`config.mk`:
```
export PLATFORM = sky130hd
export DESIGN_NAME = bus_arbiter
export DESIGN_NICKNAME = d
export VERILOG_FILES = /design/src/rtl/bus_pkg.sv /design/src/rtl/rr_pick.sv /design/src/rtl/bus_arbiter.sv
export SDC_FILE = /design/constraint.sdc
export NUM_CORES = 1
export LEC_CHECK = 0
export CAP_MARGIN = 15
export CORE_MARGIN = 4
export CORE_UTILIZATION = 60
export CTS_CLUSTER_SIZE = 14
export DETAILED_ROUTE_END_ITERATION = 6
export PLACE_DENSITY = 0.89
export SYNTH_ARGS = -nofsm -noshare
export SYNTH_HDL_FRONTEND = slang
export SYNTH_SLANG_ARGS = --single-unit
```
`constraint.sdc`:
```
create_clock -name clock -period 7.9 [get_ports clock]
set_clock_uncertainty 0.05 [all_clocks]
set_input_delay 1.58 -clock clock [delete_from_list [all_inputs] [get_ports clock]]
set_output_delay 1.58 -clock clock [all_outputs]
set_load 0.03 [all_outputs]
```
`src/rtl/bus_pkg.sv`:
```
// Shared constants and state encoding for the serial bus arbiter.
package bus_pkg;
    localparam int ADDR_W     = 4;
    localparam int DATA_W     = 64;
    localparam int CRC_W      = 4;
    localparam int NUM_NODES  = 16;
    localparam int FRAME_BITS = ADDR_W + DATA_W + CRC_W;
    localparam int GAP_CYCLES = 1;
    localparam int ID_W       = 4;
    localparam int IDX_W      = 7;
    localparam int GAP_W      = 8;

    typedef enum logic [1:0] {
        IDLE = 2'd0,
        XFER = 2'd1,
        GAP  = 2'd2
    } state_t;
endpackage

```
`src/rtl/rr_pick.sv`:
```
// Combinational round-robin winner: first requester at or above ptr, wrapping.
module rr_pick #(
    parameter int N    = bus_pkg::NUM_NODES,
    parameter int ID_W = bus_pkg::ID_W
) (
    input  logic [N-1:0]    req,
    input  logic [ID_W-1:0] ptr,
    output logic            valid,
    output logic [ID_W-1:0] idx
);
    logic [ID_W-1:0] cand;

    // Scan N positions starting at ptr; keep the first hit.
    always_comb begin
        valid = 1'b0;
        idx   = '0;
        cand  = '0;
        for (int i = 0; i < N; i++) begin
            cand = ID_W'((int'(ptr) + i) % N);
            if (!valid && req[cand]) begin
                valid = 1'b1;
                idx   = cand;
            end
        end
    end
endmodule

```
`src/rtl/bus_arbiter.sv`:
```
// Round-robin owner selection and frame sequencing for a shared serial bus.
module bus_arbiter #(
    parameter int NUM_NODES  = bus_pkg::NUM_NODES,
    parameter int FRAME_BITS = bus_pkg::FRAME_BITS,
    parameter int GAP_CYCLES = bus_pkg::GAP_CYCLES
) (
    input  logic                          clock,
    input  logic                          reset,
    input  logic [NUM_NODES-1:0]          req,
    output logic [NUM_NODES-1:0]          grant,
    output logic [bus_pkg::ID_W-1:0]      grant_id,
    output logic                          bus_busy,
    output logic [bus_pkg::IDX_W-1:0]     bit_idx,
    output logic                          frame_start,
    output logic                          frame_done,
    output logic                          abort
);
    import bus_pkg::*;

    state_t               state, state_n;
    logic [ID_W-1:0]      ptr, ptr_n;
    logic [GAP_W-1:0]     gap_cnt, gap_cnt_n;
    logic [NUM_NODES-1:0] grant_n;
    logic [ID_W-1:0]      grant_id_n;
    logic                 bus_busy_n, frame_start_n, frame_done_n, abort_n;
    logic [IDX_W-1:0]     bit_idx_n;
    logic                 pick_vld;
    logic [ID_W-1:0]      pick_idx;

    rr_pick #(.N(NUM_NODES), .ID_W(ID_W)) u_pick (
        .req   (req),
        .ptr   (ptr),
        .valid (pick_vld),
        .idx   (pick_idx)
    );

    // State and every output are registered; the comb block below computes their next values.
    always_ff @(posedge clock) begin
        if (reset) begin
            state       <= IDLE;
            ptr         <= '0;
            gap_cnt     <= '0;
            grant       <= '0;
            grant_id    <= '0;
            bus_busy    <= 1'b0;
            bit_idx     <= '0;
            frame_start <= 1'b0;
            frame_done  <= 1'b0;
            abort       <= 1'b0;
        end else begin
            state       <= state_n;
            ptr         <= ptr_n;
            gap_cnt     <= gap_cnt_n;
            grant       <= grant_n;
            grant_id    <= grant_id_n;
            bus_busy    <= bus_busy_n;
            bit_idx     <= bit_idx_n;
            frame_start <= frame_start_n;
            frame_done  <= frame_done_n;
            abort       <= abort_n;
        end
    end

    // Next-state logic; end-of-frame is tested before the request drop so a
    // drop on the last bit still completes as a normal frame.
    always_comb begin
        state_n       = state;
        ptr_n         = ptr;
        gap_cnt_n     = gap_cnt;
        grant_n       = grant;
        grant_id_n    = grant_id;
        bus_busy_n    = bus_busy;
        bit_idx_n     = bit_idx;
        frame_start_n = 1'b0;
        frame_done_n  = 1'b0;
        abort_n       = 1'b0;
        case (state)
            IDLE: begin
                grant_n    = '0;
                grant_id_n = '0;
                bus_busy_n = 1'b0;
                bit_idx_n  = '0;
                if (pick_vld) begin
                    state_n           = XFER;
                    grant_n[pick_idx] = 1'b1;
                    grant_id_n        = pick_idx;
                    bus_busy_n        = 1'b1;
                    frame_start_n     = 1'b1;
                    ptr_n = (pick_idx == ID_W'(NUM_NODES - 1)) ? '0 : pick_idx + ID_W'(1);
                end
            end
            XFER: begin
                if (bit_idx == IDX_W'(FRAME_BITS - 1) || !req[grant_id]) begin
                    state_n      = GAP;
                    grant_n      = '0;
                    grant_id_n   = '0;
                    bus_busy_n   = 1'b0;
                    bit_idx_n    = '0;
                    gap_cnt_n    = '0;
                    frame_done_n = (bit_idx == IDX_W'(FRAME_BITS - 1));
                    abort_n      = (bit_idx != IDX_W'(FRAME_BITS - 1));
                end else begin
                    bit_idx_n = bit_idx + IDX_W'(1);
                end
            end
            GAP: begin
                if (int'(gap_cnt) + 1 >= GAP_CYCLES) begin
                    state_n   = IDLE;
                    gap_cnt_n = '0;
                end else begin
                    gap_cnt_n = gap_cnt + GAP_W'(1);
                end
            end
            default: state_n = IDLE;
        endcase
    end
endmodule

```
; ---- After elaboration in Yosys (flattened, before gate mapping)
; Index checks and enable logic that the tools add are counted.
[op_classes]
reduce_logical = 42
addsub = 19
muxes = 87
eq_ne = 8
bitwise = 3
magnitude_cmp = 20
[op_table]
columns = cell, count
row1 = 4-bit by 5-bit < comparator with 1-bit output (second input constant), 18
row2 = 4-bit 2-to-1 mux, 19
row3 = 1-bit binary-select mux with 4-bit select, 17
row4 = 1-bit 2-to-1 mux, 36
row5 = 4-bit adder (second input constant), 8
row6 = 16-bit 2-to-1 mux, 2
row7 = 16-bit one-hot mux with 2 select lines, 1
row8 = 4-bit by 3-bit adder with 4-bit output (second input constant), 4
row9 = 1-bit logical AND, 16
row10 = 1-bit zero test, 16
row11 = 8-bit 2-to-1 mux, 2
row12 = 8-bit one-hot mux with 2 select lines, 1
row13 = 7-bit one-hot mux with 2 select lines, 1
row14 = 8-bit by 1-bit adder with 9-bit output (second input constant), 1
row15 = 9-bit by 1-bit greater-or-equal comparator with 1-bit output (second input constant), 1
row16 = 4-bit by 1-bit adder with 4-bit output (second input constant), 2
row17 = 4-bit by 2-bit adder with 4-bit output (second input constant), 2
row18 = 8-bit by 1-bit adder with 8-bit output (second input constant), 1
row19 = 4-bit one-hot mux with 2 select lines, 1
row20 = 7-bit by 1-bit adder with 7-bit output (second input constant), 1
row21 = 7-bit == test (second input constant), 1
row22 = 7-bit 2-to-1 mux, 1
row23 = 7-bit != test (second input constant), 1
row24 = 2-bit 2-to-1 mux, 3
row25 = other kinds (16), 23
[totals]
elab_cells = 189
regBits = 45
output_inout_bits = 31

; ---- Logic depth before layout (Yosys ltp)
[depth]
word_depth = 54
mapped_depth = 18
mapped_depth_nobuf = 14

; ---- By module
; A second synthesis with hierarchy kept.
[unflattened]
cells_unflattened = 471
hier_area_um2 = 4433.0
[by_module_without_submodules]
columns = mod, cells_each, area_per_inst_um2, n_inst
row1 = rr_pick, 280, 2472.4, 1
row2 = bus_arbiter, 191, 1960.6, 1

; ---- Least setup slack after synthesis
; No wires, ideal clock.
[synth_path]
kind = register -> register
from = reg ptr[1]
to = reg ptr[3]
setup_time_ns = 0.091
arrival_ns = 4.593
path_buffers = 4
synth_period_minus_slack_ns = 4.733
stages_incl_launch_ff = 19
path_slack_ns = 3.167
cell_sequence = dfxtp_1 buf_6 buf_2 clkinv_1 ha_1 buf_2 mux2_2 mux4_2 mux2i_1 clkbuf_1 and3_1 o211ai_1 a21o_1 a211oi_1 o21ai_1 ha_1 o21ai_1 nand3_1 a311oi_1
[synth_between]
elab_chain_len = 50
word_cells_on_any_way = 113
cone_classes = add/sub (16) / eq/ne (1) / mux (65) / reduce/logical (31)
[synth_rtl]
columns = element, line
row1 = "start, declared", bus_arbiter.sv:21  ; logic [ID_W-1:0] ptr, ptr_n;
row2 = "start signal, assigned", bus_arbiter.sv:52  ; ptr <= ptr_n;
row3 = "parallel branches: the longest is 50 deep, another holds 4-bit by 1-bit adder with 4-bit output", n/a
; Several ways; the timed one is not identified. The select of a mux whose other input is x is not followed.
; A chain may end at the register's enable or synchronous reset.

; ---- Worst setup path after layout
[layout_path]
from = reg ptr[1]
to = reg grant[1]
[layout_between]
elab_chain_len = 54
word_cells_on_any_way = 116
cone_classes = add/sub (15) / order compare (2) / mux (68) / reduce/logical (31)
[layout_rtl]
columns = element, line
row1 = "parallel branches: the longest is 52 deep, another holds 4-bit by 1-bit adder with 4-bit output", n/a
row2 = 16-bit 2-to-1 mux *, bus_arbiter.sv:83  ; if (pick_vld) begin
row3 = 16-bit one-hot mux with 2 select lines *, bus_arbiter.sv:77  ; case (state)
row4 = "end signal, assigned", bus_arbiter.sv:54  ; grant <= grant_n;
row5 = "end, declared", bus_arbiter.sv:10  ; output logic [NUM_NODES-1:0] grant,
; Every way passes the cells marked *. The select of a mux whose other input is x is not followed.

==> reports/qor.json <==
{
  "synth": {
    "synthesis.area_per_instance_um2": 8.929,
    "ys.flop_type": "sky130_fd_sc_hd__dfxtp_1",
    "synthesis.area_um2": 4643,
    "synth_edf_count": 0,
    "synthDistinctLibCells": 68,
    "synth_fp_nets": 552,
    "ys_warn_count": 0,
    "yosys_register_bits": 45,
    "seq_area_frac_synth": 0.1940,
    "post_synth_inst_count": 520,
    "asyncSetResetFlopFracSynth": 0
  },
  "grt": {
    "grt-ovfl-total": 0,
    "globalRoute.busiestLayer": "met2",
    "global_route.usage.total": 0.3163,
    "grt_pass1_wl_mm": 22.66,
    "via_count_of_the_first_global_routing_pass": 4501,
    "number_of_antenna_violations_at_the_first_check_in_global_routing": 0,
    "globalRouteMet3Util": 0.06802,
    "grt.met2_usage": 0.5194,
    "grt_max_degree": 41,
    "globalRouteMet1Util": 0.4005
  },
  "pwr": {
    "comb_power_share": 0.816,
    "power_switching_mw": 1.422,
    "internal_power_mw": 1.164,
    "power.switching_fraction": 0.5498,
    "max-vdd-ir-drop_mv": 0.3129,
    "p_per_area_nw_per_um2": 489.1,
    "clock_power_share": 0.066,
    "p_leak_nw": 1.872,
    "share_seq_of_total_power": 0.118
  },
  "worst_setup_path": {
    "ff2ff_path_depth": 13,
    "cp-start-kind": "flip-flop",
    "r2r_setup_slack_ns": 1.94,
    "critical_path_class": "reg2reg",
    "cp_max_fo": 22,
    "r2r-end": "grant[1]",
    "critical_path_required_ns": 8.07,
    "category_of_the_worst_setup_path_capture_point": "flip-flop",
    "critPathArrivalTime_ns": 6.13,
    "worst_r2r_startpoint": "ptr[1]"
  },
  "sta": {
    "remaining_max_slew_budget_at_the_tightest_pin": 0.3824,
    "final_hold_slack_ns": 0.4472,
    "drv_slew": 0,
    "tightestPinTransition_ns": 0.9006,
    "clock.fmax_ghz": 0.1678,
    "rsz0062_at_grt": "no",
    "min_period_over_period": 0.7543,
    "final_setup_tns_ns": 0,
    "layout_setup_ws_ns": 1.941,
    "setup_viol": 0,
    "fin_crit_ns": 5.959,
    "timing.final.hold_violations": 0
  },
  "die": {
    "boundaryPins": 49,
    "floorplan.die_area_um2": 9210,
    "dieHeight_um": 95.97,
    "start_util": 0.6301,
    "floorplan.rows": 31,
    "core_area_um2": 7370,
    "floorplan.die.width_um": 95.97
  },
  "worst_hold_path": {
    "worst_hold_path_stage_count": 2,
    "timing.hold.worst_endpoint": "grant[0]",
    "hold_path_class": "reg2reg",
    "hp-start": "grant[0]"
  },
  "route": {
    "wl_mm": 14.33,
    "first_pass_iters": 5,
    "vias": 4745,
    "wire_per_inst_um": 22.05,
    "drc": 0,
    "detail_route.vias_per_cell": 7.300,
    "detail-route-antenna-nets": 0,
    "drt_first_iter_violations": 684
  },
  "clocking": {
    "clock_tree.root_cell": "sky130_fd_sc_hd__clkbuf_8",
    "clockBufferDepth": 2,
    "cts_tree": "built",
    "cts_inserted_buffers": 5,
    "clkSinkCount": 45,
    "worst_skew_pair.late_latency_ns": 0.30,
    "htreeDepth": 2,
    "ctsResizeCount": 0,
    "postCtsHoldBufs": 0,
    "post_cts.repair.setup_buffers": 0,
    "worst_setup_hold_path_clk_slew_ns": 0.09
  },
  "final_layout": {
    "number_of_inserted_diodes": 0,
    "area_growth_pct": 13.90,
    "final_layout_size_suffix_gt1_frac": 0.1506,
    "num-nets-final": 583
  },
  "run_status": {
    "outcome": "complete, no violations"
  },
  "flow_run": {
    "cap_viol_max_count": 0
  },
  "place": {
    "pre_cts_ws_ns": 1.832,
    "buffer_ports.inserted": 48,
    "gp_congestion": 1.034,
    "detailed_placement_hpwl_mm": 10.47
  }
}
-- power by group through the flow --
stage / sequential (mW) / combinational (mW) / clock (mW)
final: 0.306 / 2.11 / 0.171
after global placement: 0.309 / 1.98 / 0
after floorplan: 0.360 / 1.47 / 0
after global routing: 0.311 / 2.24 / 0.180
after CTS: 0.305 / 2.04 / 0.171
after detailed placement: 0.310 / 2.02 / 0
-- per-layer routing --
metal	part of all wire	up-vias
li1	-	2078
met1	0.38	2265
met2	0.48	328
met3	0.097	74
met4	0.044	0
met5	0	-
-- how the worst max path moves through the flow --
stage	startpoint	slack [ns]	endpoint	depth (start not counted)
2_1_floorplan	ptr[1]	3.17	ptr[3]	18
3_3_place_gp	req[12]	1.94	ptr[3]	13
3_5_place_dp	req[15]	1.83	ptr[2]	12
4_1_cts	ptr[1]	2.07	grant[1]	13
5_1_grt	ptr[1]	1.68	ptr[3]	14
6_report	ptr[1]	1.94	grant[1]	13
-- per-stage QoR --
stage          utilization  cell area, um2  std cells  power, mW
2_1_floorplan            -            4643        520      1.828
3_3_place_gp        0.7015            5170        642      2.285
3_5_place_dp        0.7015            5170        642      2.326
4_1_cts             0.7156            5274        649      2.514
5_1_grt             0.7177            5289        650      2.727
6_report            0.7177            5289        650      2.587
-- layout by cell type, fill, tap and decap left out, drive strengths merged, types with 3 or more instances in the layout --
cell type,netlist,layout
a211oi,5,5
o211ai,9,9
a21oi,37,37
ha,14,14
nand2,35,35
mux2i,30,30
nor2b,6,6
nor2,45,45
clkbuf,17,5
and3,7,7
nand2b,9,9
nor3,12,12
nor4,4,4
mux2,20,20
and2,8,8
clkdlybuf4s50,0,48
o32ai,3,3
inv,16,16
a22oi,4,4
nand3,24,24
mux4,37,37
dfxtp,45,45
o21a,8,8
a21boi,4,4
nand3b,5,5
a31oi,3,3
o21ai,26,26
a32oi,16,16
xor2,5,5
a311oi,3,3
xnor2,9,9
or2,3,3
buf,13,6
nor4b,4,4
or3,5,5
-- kinds of logic (layout without fill, tap and decap cells) --
kind of cell	Yosys count	after routing	synth area share
AOI/OAI and AO/OA	140	140	0.2107
muxes	87	87	0.2951
adders and majority gates	14	14	0.03773
and+or+nand+nor	173	173	0.1938
buffers and inverters	47	78	0.04231
xor gates and xnor gates	14	14	0.02641
DFF	45	45	0.1940
-- critical path, cell delays in order, from the launching register on --
cell and delay, ns:
sky130_fd_sc_hd__dfxtp_1 0.34, sky130_fd_sc_hd__clkinv_1 0.41, sky130_fd_sc_hd__ha_1 1.10, sky130_fd_sc_hd__mux2_2 0.42, sky130_fd_sc_hd__mux4_2 0.52, sky130_fd_sc_hd__mux2i_1 0.61, sky130_fd_sc_hd__nand3_1 0.43, sky130_fd_sc_hd__or3_1 0.51
sky130_fd_sc_hd__nor4_1 0.30, sky130_fd_sc_hd__a31o_2 0.17, sky130_fd_sc_hd__o21ai_1 0.13, sky130_fd_sc_hd__nor3_1 0.45, sky130_fd_sc_hd__a32oi_1 0.22, sky130_fd_sc_hd__nor2_1 0.20
-- state kept, by name, summed over array words and instances, names as in the netlist --
| register | flops |
|---|---|
| ptr | 4 |
| state | 2 |
| abort | 1 |
| gap_cnt | 8 |
| grant | 16 |
| bus_busy | 1 |
| grant_id | 4 |
| bit_idx | 7 |
| frame_start | 1 |
| frame_done | 1 |
-- layout make-up --
| class | count | area (um2) |
|---|---|---|
| Clock buffer | 5 | 68.82 |
| Timing Repair Buffer | 54 | 533.0 |
| Clock inverter | 2 | 35.03 |
| Multi-Input combinational cell | 428 | 3563 |
| Fill cell | 533 | 2081 |
| Inverter | 17 | 63.81 |
| Tap cell | 99 | 123.9 |
| Sequential cell | 45 | 900.9 |
-- synthesized netlist by cell type (3+ instances only) --
master                     count  share of area
sky130_fd_sc_hd__dfxtp_1      45           0.19
sky130_fd_sc_hd__nor2_1       45          0.036
sky130_fd_sc_hd__a21oi_1      36          0.039
sky130_fd_sc_hd__nand2_1      35          0.028
sky130_fd_sc_hd__mux4_2       34           0.16
sky130_fd_sc_hd__mux2i_1      30          0.065
sky130_fd_sc_hd__nand3_1      24          0.026
sky130_fd_sc_hd__o21ai_0      22          0.024
sky130_fd_sc_hd__mux2_2       20          0.049
sky130_fd_sc_hd__clkbuf_1     17          0.014
sky130_fd_sc_hd__a32oi_1      15          0.028
sky130_fd_sc_hd__ha_1         14          0.038
sky130_fd_sc_hd__inv_1        14          0.011
sky130_fd_sc_hd__nor3_1       11          0.012
sky130_fd_sc_hd__buf_2        10          0.011
sky130_fd_sc_hd__nand2b_1      9          0.012
sky130_fd_sc_hd__o211ai_1      9          0.015
sky130_fd_sc_hd__xnor2_1       9          0.017
sky130_fd_sc_hd__and2_1        8          0.011
sky130_fd_sc_hd__and3_1        7         0.0094
sky130_fd_sc_hd__o21a_1        7          0.011
sky130_fd_sc_hd__nor2b_1       6         0.0081
sky130_fd_sc_hd__a211oi_1      5         0.0081
sky130_fd_sc_hd__xor2_1        5         0.0094
sky130_fd_sc_hd__a22oi_1       4         0.0065
sky130_fd_sc_hd__nand3b_1      4         0.0065
sky130_fd_sc_hd__nor4b_1       4         0.0075
sky130_fd_sc_hd__o21ai_1       4         0.0043
sky130_fd_sc_hd__or3_1         4         0.0054
sky130_fd_sc_hd__a21boi_0      3         0.0049
sky130_fd_sc_hd__a311oi_1      3         0.0057
sky130_fd_sc_hd__a31oi_1       3         0.0040
sky130_fd_sc_hd__mux4_1        3          0.017
sky130_fd_sc_hd__nor4_1        3         0.0040
sky130_fd_sc_hd__o32ai_1       3         0.0057
sky130_fd_sc_hd__or2_2         3         0.0040
No activity file was read; power rests on OpenSTA's default activity.
